<file path="config.mk">
export PLATFORM = sky130hd
export DESIGN_NAME = serial_digit_adder_flat
export DESIGN_NICKNAME = d
export VERILOG_FILES = /design/src/rtl/serial_adder_pkg.sv /design/src/rtl/serial_digit_adder_if.sv /design/src/rtl/serial_digit_adder_ripple.sv /design/src/rtl/serial_digit_adder.sv /design/src/flat_wrapper.sv
export SDC_FILE = /design/constraint.sdc
export NUM_CORES = 1
export LEC_CHECK = 0
export ABC_AREA = 0
export BUFFER_PORTS_ARGS = -buffer_cell sky130_fd_sc_hd__buf_2
export CAP_MARGIN = 20
export CORE_UTILIZATION = 40
export DETAILED_ROUTE_END_ITERATION = 8
export GPL_ROUTABILITY_DRIVEN = 0
export PLACE_DENSITY = 0.7
export SETUP_SLACK_MARGIN = 0.05
export SYNTH_ARGS = -nofsm -noshare
export SYNTH_HDL_FRONTEND = slang
export SYNTH_SLANG_ARGS = --single-unit
</file>
<file path="constraint.sdc">
create_clock -name clk -period 5.5 [get_ports clk]
set_clock_uncertainty 0.15 [all_clocks]
set_input_delay 1.1 -clock clk [delete_from_list [all_inputs] [get_ports clk]]
set_output_delay 1.1 -clock clk [all_outputs]
set_load 0.005 [all_outputs]
</file>
<file path="src/rtl/serial_adder_pkg.sv">
// Shared state type and sizing helpers for the serial digit adder.
package serial_adder_pkg;

    typedef enum logic [1:0] {
        IDLE = 2'd0,
        RUN  = 2'd1,
        DONE = 2'd2
    } state_t;

    function automatic int calc_steps(input int width, input int digit);
        return (digit < 1) ? 1 : width / digit;
    endfunction

    // A single-step adder still carries a 1-bit counter so the datapath stays uniform.
    function automatic int calc_cnt_w(input int width, input int digit);
        int steps;
        steps = calc_steps(width, digit);
        return (steps < 2) ? 1 : $clog2(steps);
    endfunction

endpackage

</file>
<file path="src/rtl/serial_digit_adder_if.sv">
// Start/busy/done handshake and operand/result bus of the serial digit adder.
// SERIAL_ADDER_SUB_EN adds the sub request and the signed overflow flag.
interface serial_digit_adder_if #(
    parameter int WIDTH = 16
);
    logic             start;
    logic [WIDTH-1:0] x;
    logic [WIDTH-1:0] y;
    logic             carry_in;
    logic             busy;
    logic             done;
    logic [WIDTH-1:0] sum;
    logic             carry_out;
`ifdef SERIAL_ADDER_SUB_EN
    logic             sub;
    logic             overflow;

    modport master (output start, x, y, carry_in, sub,
                    input  busy, done, sum, carry_out, overflow);
    modport slave  (input  start, x, y, carry_in, sub,
                    output busy, done, sum, carry_out, overflow);
`else
    modport master (output start, x, y, carry_in,
                    input  busy, done, sum, carry_out);
    modport slave  (input  start, x, y, carry_in,
                    output busy, done, sum, carry_out);
`endif
endinterface

</file>
<file path="src/rtl/serial_digit_adder_ripple.sv">
// Combinational ripple chain of DIGIT full-adder cells; also exposes the
// carry into the top bit so the caller can derive signed overflow.
module digit_ripple_adder #(
    parameter int DIGIT = 4
) (
    input  logic [DIGIT-1:0] a,
    input  logic [DIGIT-1:0] b,
    input  logic             ci,
    output logic [DIGIT-1:0] s,
    output logic             co,
    output logic             c_msb
);
    logic [DIGIT:0] c_vec;

    always_comb begin
        c_vec    = '0;
        c_vec[0] = ci;
        for (int i = 0; i < DIGIT; i++) begin
            c_vec[i+1] = (a[i] & b[i]) | (c_vec[i] & (a[i] ^ b[i]));
        end
    end

    for (genvar gi = 0; gi < DIGIT; gi++) begin : g_fa
        assign s[gi] = a[gi] ^ b[gi] ^ c_vec[gi];
    end

    assign co    = c_vec[DIGIT];
    assign c_msb = c_vec[DIGIT-1];
endmodule

</file>
<file path="src/rtl/serial_digit_adder.sv">
// Multi-cycle adder: DIGIT bits of x+y+carry_in per clock through one ripple digit.
// Define SERIAL_ADDER_SUB_EN for the subtract mode and the signed overflow output.
module serial_digit_adder
    import serial_adder_pkg::*;
#(
    parameter int WIDTH = 16,
    parameter int DIGIT = 4
) (
    input  logic                clk,
    input  logic                rst_n,
    serial_digit_adder_if.slave bus
);
    if (WIDTH < 1 || DIGIT < 1 || DIGIT > WIDTH || (WIDTH % DIGIT) != 0) begin : g_bad_params
        $error("serial_digit_adder: WIDTH must be a positive multiple of DIGIT");
    end

    localparam int STEPS = calc_steps(WIDTH, DIGIT);
    localparam int CNT_W = calc_cnt_w(WIDTH, DIGIT);
    localparam logic [CNT_W-1:0] LAST = CNT_W'(STEPS - 1);

    state_t             state_q, state_d;
    logic [WIDTH-1:0]   x_q, x_d, y_q, y_d, res_q, res_d, sum_q, sum_d;
    logic               carry_q, carry_d, cout_q, cout_d;
    logic [CNT_W-1:0]   cnt_q, cnt_d;
    logic [DIGIT-1:0]   dsum;
    logic               dco;
    logic [WIDTH-1:0]   res_shift;
    logic [WIDTH-1:0]   y_cap;
    logic               c_cap;
    logic               accept;

    assign accept = bus.start && (state_q != RUN);

`ifdef SERIAL_ADDER_SUB_EN
    logic dc_msb;
    logic ovf_q, ovf_d;

    // Two's-complement subtract: x + ~y + 1.
    assign y_cap = bus.sub ? ~bus.y : bus.y;
    assign c_cap = bus.sub | bus.carry_in;

    digit_ripple_adder #(.DIGIT(DIGIT)) u_digit (
        .a(x_q[DIGIT-1:0]), .b(y_q[DIGIT-1:0]), .ci(carry_q),
        .s(dsum), .co(dco), .c_msb(dc_msb)
    );

    always_comb begin
        ovf_d = ovf_q;
        if (!accept && state_q == RUN && cnt_q == LAST) ovf_d = dc_msb ^ dco;
    end

    always_ff @(posedge clk or negedge rst_n) begin
        if (!rst_n) ovf_q <= 1'b0;
        else        ovf_q <= ovf_d;
    end

    assign bus.overflow = ovf_q;
`else
    assign y_cap = bus.y;
    assign c_cap = bus.carry_in;

    digit_ripple_adder #(.DIGIT(DIGIT)) u_digit (
        .a(x_q[DIGIT-1:0]), .b(y_q[DIGIT-1:0]), .ci(carry_q),
        .s(dsum), .co(dco), .c_msb()
    );
`endif

    // Result fills from the top, so after STEPS shifts digit 0 sits at the LSB.
    if (DIGIT == WIDTH) begin : g_one_digit
        assign res_shift = dsum;
    end else begin : g_multi_digit
        assign res_shift = {dsum, res_q[WIDTH-1:DIGIT]};
    end

    always_ff @(posedge clk or negedge rst_n) begin
        if (!rst_n) begin
            state_q <= IDLE;
            x_q     <= '0;
            y_q     <= '0;
            res_q   <= '0;
            sum_q   <= '0;
            carry_q <= 1'b0;
            cout_q  <= 1'b0;
            cnt_q   <= '0;
        end else begin
            state_q <= state_d;
            x_q     <= x_d;
            y_q     <= y_d;
            res_q   <= res_d;
            sum_q   <= sum_d;
            carry_q <= carry_d;
            cout_q  <= cout_d;
            cnt_q   <= cnt_d;
        end
    end

    always_comb begin
        state_d = state_q;
        case (state_q)
            IDLE:    if (bus.start) state_d = RUN;
            RUN:     if (cnt_q == LAST) state_d = DONE;
            DONE:    state_d = bus.start ? RUN : IDLE;
            default: state_d = IDLE;
        endcase
    end

    always_comb begin
        x_d     = x_q;
        y_d     = y_q;
        res_d   = res_q;
        sum_d   = sum_q;
        carry_d = carry_q;
        cout_d  = cout_q;
        cnt_d   = cnt_q;
        if (accept) begin
            x_d     = bus.x;
            y_d     = y_cap;
            carry_d = c_cap;
            cnt_d   = '0;
        end else if (state_q == RUN) begin
            x_d     = x_q >> DIGIT;
            y_d     = y_q >> DIGIT;
            res_d   = res_shift;
            carry_d = dco;
            cnt_d   = cnt_q + CNT_W'(1);
            if (cnt_q == LAST) begin
                sum_d  = res_shift;
                cout_d = dco;
            end
        end
    end

    always_comb begin
        bus.busy      = (state_q == RUN);
        bus.done      = (state_q == DONE);
        bus.sum       = sum_q;
        bus.carry_out = cout_q;
    end
endmodule

</file>
<file path="src/flat_wrapper.sv">
// flat-port wrapper written by rule: the top's interface ports become plain ports
module serial_digit_adder_flat import serial_adder_pkg::*;
#(
    parameter int WIDTH = 16,
    parameter int DIGIT = 4
)
  (clk, rst_n, bus_start, bus_x, bus_y, bus_carry_in, bus_busy, bus_done, bus_sum, bus_carry_out);
  serial_digit_adder_if #(.WIDTH(WIDTH)) bus_i ();
  input  logic clk;
  input  logic rst_n;
  input wire logic [$bits(bus_i.start)-1:0] bus_start;
  input wire logic [$bits(bus_i.x)-1:0] bus_x;
  input wire logic [$bits(bus_i.y)-1:0] bus_y;
  input wire logic [$bits(bus_i.carry_in)-1:0] bus_carry_in;
  output wire logic [$bits(bus_i.busy)-1:0] bus_busy;
  output wire logic [$bits(bus_i.done)-1:0] bus_done;
  output wire logic [$bits(bus_i.sum)-1:0] bus_sum;
  output wire logic [$bits(bus_i.carry_out)-1:0] bus_carry_out;
  assign bus_i.start = bus_start;
  assign bus_i.x = bus_x;
  assign bus_i.y = bus_y;
  assign bus_i.carry_in = bus_carry_in;
  assign bus_busy = bus_i.busy;
  assign bus_done = bus_i.done;
  assign bus_sum = bus_i.sum;
  assign bus_carry_out = bus_i.carry_out;
  serial_digit_adder #(.WIDTH(WIDTH), .DIGIT(DIGIT)) u_core (.clk(clk), .rst_n(rst_n), .bus(bus_i));
endmodule
</file>
# After elaboration in Yosys (flattened, before gate mapping)
# Cells that the tools add are included.
# classes
muxes,12
bitwise_logic,21
reduce_logical,6
eq_ne,6
n_addsub,1
# op_table
op,count
$mux 16,4
$and 1x1->1,8
$mux 2,4
$xor 1x1->1,8
$pmux 2 s3,1
$eq 2x2->1 const B,2
$ne 2x1->1 const B,2
$or 1x1->1,4
$reduce_and 2->1,2
$mux 1,3
$reduce_and 3->1,1
$add 2x1->2 const B,1
$eq 2x1->1 const B,1
$logic_not 2->1,1
$ne 2x2->1 const B,1
$reduce_bool 2->1,1
$logic_and 1x1->1,1
$not 1->1,1
# totals
reg_bits,70
elab_cells,54
input_bits,36
out_inout_bits,19

# Longest topological paths before layout
# Gate-level depths: netlist (run 1).
# logic_depth
ltp_word,11
ltp_mapped,8
mapped_depth_nobuf,8

# Modules after synthesis
# Synthesis (run 1) repeated with hierarchy kept, for this count alone.
# unflattened
hier_cells,195
area_unflattened_um2,3160.5
# modules_own_cells
mod,area_each_um2,seq_area_each_um2,instances,cells_each
serial_digit_adder,3050.4,1651.6,1,183
digit_ripple_adder,110.1,0.0,1,12

# Worst setup path before layout (run 1)
# Ideal clock, no wire load.
# synth_path
path_kind,register -> register
start,register u_core.x_q[0]
end,register u_core.res_q[15]
setup_ps,79
t_arrival_ps,1973
setup_slack_ps,3297
path_stages_with_launch,9
cell_sequence,dfrtp_1 -> fa_1 -> inv_1 -> fa_1 -> inv_1 -> fa_1 -> inv_1 -> fa_1 -> mux2i_1
# synth_between
elab_chain_cells,8
word_cells_on_any_way,9
classes_between,bitwise: 9
# synth_rtl
element,line_no,text
"start, declared",serial_digit_adder.sv:22,"logic [WIDTH-1:0] x_q, x_d, y_q, y_d, res_q, res_d, sum_q, sum_d;"
"start signal, assigned",serial_digit_adder.sv:78,x_q <= '0;
"start signal, assigned",serial_digit_adder.sv:87,x_q <= x_d;
$xor 1x1->1,serial_digit_adder_ripple.sv:19,c_vec[i+1] = (a[i] & b[i]) | (c_vec[i] & (a[i] ^ b[i]));
$and 1x1->1,serial_digit_adder_ripple.sv:19,
$or 1x1->1 *,serial_digit_adder_ripple.sv:19,
$and 1x1->1 *,serial_digit_adder_ripple.sv:19,
$or 1x1->1 *,serial_digit_adder_ripple.sv:19,
$and 1x1->1 *,serial_digit_adder_ripple.sv:19,
$or 1x1->1 *,serial_digit_adder_ripple.sv:19,
$xor 1x1->1 *,serial_digit_adder_ripple.sv:24,assign s[gi] = a[gi] ^ b[gi] ^ c_vec[gi];
"end signal, assigned",serial_digit_adder.sv:89,res_q <= res_d;
"end, declared",serial_digit_adder.sv:22,
# Mark *: on every way between the ends. The rest lies on a longest branch, timed or not.
# A chain may end at the register's enable or synchronous reset.

# Worst setup path after layout (run 1)
# layout_path
start,register u_core.state_q[1]
end,output bus_busy
# layout_between
elab_chain_cells,1
# layout_rtl
element,line_no,text
"start, declared",serial_digit_adder.sv:21,"state_t state_q, state_d;"
"start signal, assigned",serial_digit_adder.sv:86,state_q <= state_d;
$eq 2x1->1,serial_digit_adder.sv:134,bus.busy = (state_q == RUN);
"end, declared",flat_wrapper.sv:15,output wire logic [$bits(bus_i.busy)-1:0] bus_busy;
# Every way passes these cells.

==> impl_results.md, run 1 <==
- Outcome: finished, final reports clean
- Area of the die: 8085 um^2
- Worst vdd ir: 0.0002470 V
- F_max: 367.5 MHz
- Setup CP Type: register to output port
- Total negative setup slack: 0 ns
- Critical Path End Type: output port
- Arrival time at the worst endpoint: 1.47 ns
- Total gr overflow: 0
- Fin crit period: 2.721 ns
- Slew Limit Fails: 0
- Hold_buf cts: 0
- Post-DR wirelength/cell: 13.77 um
- Clk sinks: 66
- PortBufs: 54
- First-pass GRT wire length: 8.245 mm
- Worst-path clk slew: 0.07 ns
- Startpoint type of the worst setup path: register
- Sequential-to-total area share from yosys stat: 53.42%
- Crit path largest cell delay: 0.38 ns
- Final setup viols: 0
- PwrDens: 575.8 nW/um^2
- Commonest non-fill, non-tap cell in the layout: dfrtp_1
- Internal power: 1465 uW
- Number of global-route vias before repair: 1,722
- Area growth, synth to finish: 16.75%
- Syn Inst Count: 200
- TritonCTS clock tree: built
- Antenna Nets Post-Route: 0
- Post-DP Area: 3391 um^2
- Share of layout cells above drive strength 1: 55.56%
- Synthesized net count: 241
- Worst path slowest cell: dfrtp_1
- Die Wd: 89.92 um
- First-iteration detailed-routing DRC count: 62
- Unique masters post-synth: 17
- Most frequent cells in the layout: dfrtp_1, buf_2, mux2_2
- Seq cells post-synth: 66
- Core area: 7370 um^2
- H-Tree Depth: 3
- Vias per cell: 4.639
- Post-layout util: 48.98%
- Family with the most delay on the worst path: buffers and inverters
- Total power: 2079 uW
- Num rows: 31
- Warnings, synthesis: 0
- Nets: 297
- Maximum clock path buffer count: 2
- Worst-Margin Slew: 0.9994 ns
- Clock Tree Root: clkbuf_8
- Hold WC Path Type: register to register
- Initial Utilization: 41.95%
- Worst rel slew slack: 33.37%
- Drt first pass iters: 4
- HPWL after DPL: 3.234 mm
- Worst-path fanout max: 12
- Sequential Power Share: 40.5%
- RSZ-0062 raised after global routing: false
- DP Worst Slack: 2.666 ns
- Clock Power Share: 21.2%
- PnR worst setup slack: 2.779 ns
- Tot GR Track Use: 13.24%
- Antenna cell count: 0
- Post-route cell area: 3610 um^2
- Total wire length: 4.956 mm
- Max-Cap Viols: 0
- Via count: 1,670
- PostCTS Resize Cnt: 0
- Sw power: 613.4 uW
- CTS buffer count: 9
- Worst path required time: 4.25 ns
- Pin count of the biggest net entering global routing: 67
- Clock Latency Late Sink: 0.33 ns
- Mapped Area: 3092 um^2
- WP buf/inv: 2
- Post-CTS setup buffers: 0
- DRC violations left: 0
- Switching part of the total: 29.51%
- Num ports: 55
- Initial antenna violation count: 0
- Fin. Hold Viols: 0
- Period utilisation layout: 49.47%
- Lkg Pwr: 0.001840 uW
- CP Cell Sequence: nand2b_2, inv_1, buf_2
- Combinational power share: 38.2%
- Syn_area_per_cell: 15.46 um^2
- Die Span Y: 89.92 um
metrics by stage:
stage	instances	hold slack, ns
floorplan	200	0.3028
global placement	344	0.3225
detailed placement	344	0.3319
CTS	360	0.3423
global route	360	0.3594
finish	360	0.3404
cells in the mapped netlist:
cell	count	area (um^2)
nand2b_1	2	12.51
buf_12	1	20.02
nand3b_1	1	7.510
ha_1	1	12.51
buf_6	4	45.04
nor2b_1	2	12.51
fa_1	4	80.08
inv_1	15	56.30
buf_2	2	10.01
buf_4	3	22.52
mux2i_1	16	160.2
mux2_4	34	510.5
buf_8	1	15.01
nor2_1	8	30.03
mux2_2	39	439.2
o22ai_1	1	6.260
dfrtp_1	66	1652
layer usage:
layer | GRT usage [%] | vias to the layer above | share of wire (%)
met5 | 0 | - | 0
met4 | 4.032 | 0 | 1.2
met3 | 6.176 | 6 | 7.2
met2 | 20.06 | 49 | 44
met1 | 16.88 | 822 | 48
li1 | - | 793 | -
power groups by stage:
| stage | Clock [uW] | Combinational, uW | Sequential (uW) |
|---|---|---|---|
| after CTS | 456 | 807 | 846 |
| after global routing | 475 | 872 | 877 |
| final | 441 | 795 | 843 |
| after global placement | 0 | 783 | 843 |
| after floorplan | 0 | 642 | 824 |
| after detailed placement | 0 | 806 | 855 |
worst reg2reg max path, delay by kind of cell (launching register included):
kind,cells,cell delay (ns)
adders and majority gates,4,1.37
buffers and inverters,3,0.21
DFF,1,0.41
muxes,1,0.15
cell families (layout without fill, tap and decap cells):
logic type / after synthesis / in the layout / synth area share [%]
flip-flops: 66 / 66 / 53.42
buffers and inverters: 26 / 87 / 5.463
adder cells (fa/ha/maj): 5 / 5 / 2.995
AO/OA/AOI/OAI: 1 / 1 / 0.2025
AND/OR/NAND/NOR: 13 / 13 / 2.023
multiplexers: 89 / 89 / 35.90
cell type report:
class                      count  area, um^2
tap                           99       123.9
clock buffer                  11       141.4
sequential                    66        1652
clock inverter                 5       77.57
timing repair buffer          56       285.3
multi-input combinational    108        1274
inverter                      15       56.30
fill                         700        3760
path summary, 6_finish.rpt:
check,depth (start not counted),end,start,slack [ns]
min,1,u_core.cnt_q[0]$_DFFE_PN0P_,u_core.cnt_q[0]$_DFFE_PN0P_,0.34
min reg2reg,1,u_core.cnt_q[0]$_DFFE_PN0P_,u_core.cnt_q[0]$_DFFE_PN0P_,0.34
min in group asynchronous,2,u_core.bus.sum[0]$_DFFE_PN0P_,rst_n,0.80
max in group asynchronous,2,u_core.y_q[7]$_DFFE_PN0P_,rst_n,3.87
max,3,bus_busy,u_core.state_q[1]$_DFFE_PN0P_,2.78
max reg2reg,8,u_core.bus.sum[15]$_DFFE_PN0P_,u_core.x_q[0]$_DFFE_PN0P_,3.12
registers in the layout, indices dropped and copies added, names as in the netlist:
signal	count
u_core.bus.sum	16
u_core.x_q	16
u_core.y_q	16
u_core.res_q	12
u_core.cnt_q	2
u_core.state_q	2
u_core.bus.carry_out	1
u_core.carry_q	1
No activity file was read; power rests on OpenSTA's default activity.
==> run 2, diff against run 1 <==
Settings changed: ABC_AREA 0 to 1, PLACE_DENSITY 0.7 to 0.71.
Clock period 5.5 ns to 2.6 ns, I/O delays scaled along.
==> run 2 against run 1 <==
Non-clock buffer count is 3 higher. Sequential power is 110% higher. Setup slack worse by 2.5 ns. Global-route usage is 4.1 points higher. Critical path type is now register to register. Flip-flop and latch count stayed put. Utilization is 0.15 points lower. Final cell count is 31% higher. Worst hold slack worse by 0.31 ns.
==> impl_results.md, run 2 <==
- RSZ-0062 raised after global routing: false
- Fillers: 690 (-1.4%)
- Hold_buf cts: 0 (unchanged)
- PostCTS Resize Cnt: 0 (unchanged)
- Worst rel slew slack: 55.53% (+22 points)
- Met3 Track Usage GR: 6.095% (-0.081 points)
- Synth area leader: dfrtp_1
- Mux contribution to synthesized area: 0% (-36 points)
- Area growth, synth to finish: 16.97%
- Arrival time at the worst endpoint: 2.45 ns (+0.98 ns)
- Total negative setup slack: 0 ns (unchanged)
- Die Wd: 86.67 um (-3.6%)
- Commonest cells in the netlist: nand2_1, nand3_1, dfrtp_1
- Via count: 2,272 (+36%)
- Fin cells: 472 (+31%)
- M1 GR Usage: 21.92% (+5.0 points)
- Fin. Hold Viols: 0 (unchanged)
- Tot GR Track Use: 17.34% (+4.1 points)
- PwrDens: 1139 nW/um^2 (+98%)
- Drt first pass iters: 4 (unchanged)
- CTS buffer count: 9 (unchanged)
- Seq cells post-synth: 66 (unchanged)
- Total gr overflow: 0 (unchanged)
- DP Cell Count: 456 (+33%)
- Worst-path clk slew: 0.07 ns (about the same)
- Post-CTS setup buffers: 0 (unchanged)
- Yosys top cell area share: 57.59% (+4.2 points)
- Worst-path fanout max: 2 (-10)
- PortBufs: 54 (unchanged)
- Clock Latency Late Sink: 0.34 ns (about the same)
- Num rows: 30 (-3.2%)
- Syn Inst Count: 323 (+62%)
- Worst vdd ir: 0.0004419 V (+79%)
- Clk sinks: 66 (unchanged)
- Sequential Area: 1652 um^2 (unchanged)
- First-iteration detailed-routing DRC count: 143 (+130%)
- Synth top area cells: dfrtp_1, nand3_1, nand2_1
- Initial antenna violation count: 0 (unchanged)
- Post-DR wirelength/cell: 12.23 um (-11%)
- Pin count of the biggest net entering global routing: 67 (unchanged)
- Most frequent cells in the layout: nand2_1, nand3_1, dfrtp_1
- Worst path required time: 2.72 ns (-1.53 ns)
- Sequential-to-total area share from yosys stat: 57.59% (+4.2 points)
- Period utilisation layout: 89.70%
- Adder-Cell Fraction of Synth Area: 3.229% (+0.23 points)
- H-Tree Depth: 3 (unchanged)
- Worst-Margin Slew: 0.6648 ns (-0.3347 ns)
- DRC violations left: 0 (unchanged)
- Max-Cap Viols: 0 (unchanged)
- Setup CP Type: register to register
- Critical Path End Type: register
- Area of the multi-input gates: 1033 um^2 (-19%)
- Clock Tree Root: clkbuf_8
- Met2 GRT Util: 27.78% (+7.7 points)
- Top-count cell post-synth: nand2_1
- Number of global-route vias before repair: 2,166 (+26%)
- Combinational family with the most area after synthesis: simple AND/OR/NAND/NOR gates
- Antenna Nets Post-Route: 0 (unchanged)
- Slew Limit Fails: 0 (unchanged)
- Warnings, synthesis: 0 (unchanged)
- Unique masters post-synth: 16 (-1)
- HPWL after DPL: 3.817 mm (+18%)
- Maximum clock path buffer count: 2 (unchanged)
- Die Span Y: 86.67 um (-3.6%)
- Area of the die: 7512 um^2 (-7.1%)
- Final setup viols: 0 (unchanged)
- Synthesized net count: 364 (+51%)
- Mapped Area: 2868 um^2 (-7.2%)
- Lkg Pwr: 0.001777 uW (-3.4%)
- Async SR Flop Fraction: 100.0% (unchanged)
- F_max: 428.8 MHz
- Startpoint type of the worst setup path: register
- Top_reg_cell synth: dfrtp_1
- First-pass GRT wire length: 9.846 mm (+19%)
- Simple-gate share of the synthesized area: 30.58% (+29 points)
- Nets: 412 (+39%)
- Fin crit period: 2.332 ns
- Commonest non-fill, non-tap cell in the layout: nand2_1
- Post-synthesis compound-gate area fraction: 2.138% (+1.9 points)
- Syn_area_per_cell: 8.878 um^2 (-43%)
- Outcome: finished, final reports clean
- Core area: 6869 um^2 (-6.8%)
- Initial Utilization: 41.75% (-0.20 points)
- Grt peak-use layer: met2
- Num ports: 55 (unchanged)
- Number of synthesized flops with an enable pin: 0 (unchanged)
- Xor/xnor share of the synthesized area: 0% (unchanged)
- Share of layout cells above drive strength 1: 21.28% (-34 points)
- Hold WC Path Type: primary input to asynchronous set/reset pin
- Vias per cell: 4.814 (+3.8%)
- TritonCTS clock tree: built
- Total wire length: 5.771 mm (+16%)
- Antenna cell count: 0 (unchanged)
[run 2: area by class of cell]
type	count	share of cell area [%]
Sequential cell	66	49.24
Multi-Input combinational cell	217	30.81
Timing Repair Buffer	59	9.549
Clock buffer	10	3.805
Tap cell	96	3.581
Inverter	18	2.014
Clock inverter	6	1.007
[run 2: metal layers]
| metal | routed length [um] | vias up |
|---|---|---|
| li1 | - | 1143 |
| met1 | 2715 | 1059 |
| met2 | 2683 | 61 |
| met3 | 305 | 9 |
| met4 | 67 | 0 |
| met5 | 0 | - |
[run 2: kinds of logic (layout without fill, tap and decap cells)]
kind of cell    count (synthesis)  in the layout
simple gates                  200            200
flops                          66             66
buf+inv                        40             93
fa+ha+maj                       5              5
compound gates                 12             12
[run 2: worst max-delay path, stage by stage (launching register included)]
cell	delay (ns)
dfrtp_1	0.40
fa_1	0.41
inv_1	0.07
fa_1	0.15
inv_1	0.05
fa_1	0.36
inv_1	0.07
fa_1	0.42
o21ai_0	0.18
[run 2: per-stage QoR]
stage / instance area, um^2 / util [%] / worst slack, ns / total power [uW] / hold slack, ns
floorplan: 2868 / - / 0.3659 / 2754 / 0.07441
global placement: 3193 / 46.48 / 0.3059 / 3090 / 0.2981
detailed placement: 3193 / 46.48 / 0.2629 / 3153 / 0.3033
CTS: 3354 / 48.83 / 0.2507 / 3882 / 0.04181
global route: 3354 / 48.83 / 0.1354 / 4175 / 0.05509
finish: 3354 / 48.83 / 0.2678 / 3822 / 0.02889
[run 2: report_power, final]
group          internal, uW  total, uW  switching, uW
registers              1480       1730            251
clock network           339        722            383
logic                   520       1370            853
total                  2330       3820           1490
[run 2: path summary, 6_finish.rpt]
path                       slack, ns  cells after the start                     startpoint                       endpoint
min in group clk                0.26                      3                      bus_y[13]     u_core.y_q[13]$_DFFE_PN0P_
max in group asynchronous       1.99                      2                          rst_n     u_core.x_q[12]$_DFFE_PN0P_
setup / recovery                0.27                      8      u_core.x_q[0]$_DFFE_PN0P_   u_core.res_q[15]$_DFFE_PN0P_
setup reg to reg                0.27                      8      u_core.x_q[0]$_DFFE_PN0P_   u_core.res_q[15]$_DFFE_PN0P_
hold / removal                  0.03                      2                          rst_n  u_core.bus.sum[3]$_DFFE_PN0P_
hold reg to reg                 0.31                      2  u_core.bus.sum[4]$_DFFE_PN0P_  u_core.bus.sum[4]$_DFFE_PN0P_
==> run 3, diff against run 2 <==
Settings changed: HOLD_SLACK_MARGIN set to 0.12.
==> run 3 against run 2 <==
Maximum frequency is essentially flat. Sequential share of layout area shrank 0.15 points. Utilization grew 0.15 points. Count of clock-buffer cells in the layout is the same. Critical path type unchanged. Largest cell class unchanged. Highest routed layer unchanged.
==> impl_results.md, run 3 (synthesis gave the netlist of run 2 again) <==
- Outcome: finished, final reports clean
- Antenna cell count: 0 (unchanged)
- Post-CTS setup buffers: 0 (unchanged)
- FF-to-FF Start: u_core.x_q[0]$_DFFE_PN0P_
- Number of global-route vias before repair: 2,166 (unchanged)
- CTS buffer count: 9 (unchanged)
- Hold WC Path Type: primary input to register
- Pin count of the biggest net entering global routing: 67 (unchanged)
- Worst rel slew slack: 56.07% (+0.55 points)
- Worst-path fanout max: 2 (unchanged)
- Die Wd: 86.67 um (unchanged)
- First-iteration detailed-routing DRC count: 149 (+4.2%)
- Share of layout cells above drive strength 1: 21.22% (-0.056 points)
- Clock Latency Late Sink: 0.34 ns (about the same)
- Drt first pass iters: 4 (unchanged)
- Maximum clock path buffer count: 2 (unchanged)
- Internal power: 2335 uW (about the same)
- Commonest non-fill, non-tap cell in the layout: nand2_1
- Total wire length: 5.786 mm (+0.26%)
- Antenna Nets Post-Route: 0 (unchanged)
- DRC violations left: 0 (unchanged)
- Area growth, synth to finish: 17.32%
- Total gr overflow: 0 (unchanged)
- Fin. Hold Viols: 0 (unchanged)
- Switching part of the total: 38.89% (about the same)
- Clk sinks: 66 (unchanged)
- Period utilisation layout: 89.71% (about the same)
- Hold Startpoint: bus_y[13]
- Max-Cap Viols: 0 (unchanged)
- Worst path required time: 2.72 ns (about the same)
- Initial Utilization: 41.75% (unchanged)
- RSZ-0062 raised after global routing: false
- Sequential Power Share: 45.2% (about the same)
- H-Tree Depth: 3 (unchanged)
- Slew Limit Fails: 0 (unchanged)
- Arrival time at the worst endpoint: 2.45 ns (about the same)
- Setup CP Type: register to register
- Num ports: 55 (unchanged)
- TritonCTS clock tree: built
- Startpoint type of the worst setup path: register
- Num rows: 30 (unchanged)
- Final setup viols: 0 (unchanged)
- Nets: 413 (+0.24%)
- Post-DR wirelength/cell: 12.23 um (about the same)
- Worst setup startpoint: u_core.x_q[0]$_DFFE_PN0P_
- Total negative setup slack: 0 ns (unchanged)
- Initial antenna violation count: 0 (unchanged)
- Worst vdd ir: 0.0004405 V (-0.31%)
- Tot GR Track Use: 17.34% (unchanged)
- HPWL after DPL: 3.817 mm (unchanged)
- Via count: 2,284 (+0.53%)
- Register-to-register setup slack: 0.27 ns (about the same)
- Lkg Pwr: 0.001781 uW (+0.24%)
- PortBufs: 54 (unchanged)
- Clock Power Share: 18.9% (about the same)
- Core area: 6869 um^2 (unchanged)
- First-pass GRT wire length: 9.846 mm (unchanged)
- Fin crit period: 2.333 ns (+0.0003450 ns)
- Worst-path clk slew: 0.07 ns (about the same)
- Worst-Margin Slew: 0.6566 ns (-0.008196 ns)
- Fillers: 689 (-0.14%)
- Die Span Y: 86.67 um (unchanged)
- Post-DP Area: 3193 um^2 (unchanged)
- Most frequent cells in the layout: nand2_1, nand3_1, dfrtp_1
- F_max: 428.7 MHz (about the same)
- PwrDens: 1136 nW/um^2 (-0.30%)
- Clock Tree Root: clkbuf_8
- Vias per cell: 4.829 (+0.32%)
- Area of the die: 7512 um^2 (unchanged)
- Post-route cell area: 3364 um^2 (+0.30%)
- Combinational power share: 35.9% (about the same)
- Sw power: 1486 uW (about the same)
- Critical Path End Type: register
[run 3: critical path, stage by stage, from the launching register on]
cell     delay, ns
dfrtp_1       0.40
fa_1          0.41
inv_1         0.07
fa_1          0.15
inv_1         0.05
fa_1          0.36
inv_1         0.07
fa_1          0.42
o21ai_0       0.18
[run 3: power groups by stage]
| stage | clock, uW | sequential (uW) | combinational [uW] |
|---|---|---|---|
| 2_1_floorplan | 0 | 1710 | 1050 |
| 3_3_place_gp | 0 | 1730 | 1360 |
| 3_5_place_dp | 0 | 1750 | 1400 |
| 4_1_cts | 740 | 1730 | 1410 |
| 5_1_grt | 790 | 1780 | 1600 |
| 6_report | 723 | 1730 | 1370 |
[run 3: layout make-up]
| class | instances | area [um^2] | share of cell area (%) |
|---|---|---|---|
| Multi-Input combinational cell | 217 | 1033 | 30.72 |
| Inverter | 18 | 67.56 | 2.008 |
| Clock inverter | 6 | 33.78 | 1.004 |
| Timing Repair Buffer | 60 | 330.3 | 9.818 |
| Clock buffer | 10 | 127.6 | 3.793 |
| Tap cell | 96 | 120.1 | 3.570 |
| Sequential cell | 66 | 1652 | 49.09 |
[run 3: repair_timing]
action | CTS | global route
hold buffers | 1 | 0
gates resized for setup | 0 | 0
hold endpoints to repair | 66 | 0
[run 3: layer usage]
layer / vias to the layer above / part of all wire [%] / wire length [um] / track usage [%]
met4: 0 / 1.2 / 68 / 5.909
met5: - / 0 / 0 / 0
met1: 1066 / 47 / 2699 / 21.92
met2: 63 / 47 / 2709 / 27.78
li1: 1146 / - / - / -
met3: 9 / 5.3 / 309 / 6.095
[run 3: stage by stage]
step / setup WS, ns / cells / utilization [%] / power [uW] / hold WS, ns
2_1_floorplan: 0.3659 / 323 / - / 2754 / 0.07441
3_3_place_gp: 0.3059 / 456 / 46.48 / 3090 / 0.2981
3_5_place_dp: 0.2629 / 456 / 46.48 / 3153 / 0.3033
4_1_cts: 0.2507 / 473 / 48.98 / 3884 / 0.2446
5_1_grt: 0.1354 / 473 / 48.98 / 4177 / 0.2471
6_report: 0.2674 / 473 / 48.98 / 3822 / 0.2574
[run 3: worst paths after layout]
path,end,depth (start not counted)
worst max-delay path,u_core.res_q[15]$_DFFE_PN0P_,8
worst min-delay path,u_core.y_q[13]$_DFFE_PN0P_,3
worst max register to register,u_core.res_q[15]$_DFFE_PN0P_,8
worst min register to register,u_core.bus.sum[4]$_DFFE_PN0P_,2
max in group asynchronous,u_core.x_q[9]$_DFFE_PN0P_,3
min in group asynchronous,u_core.bus.sum[3]$_DFFE_PN0P_,3
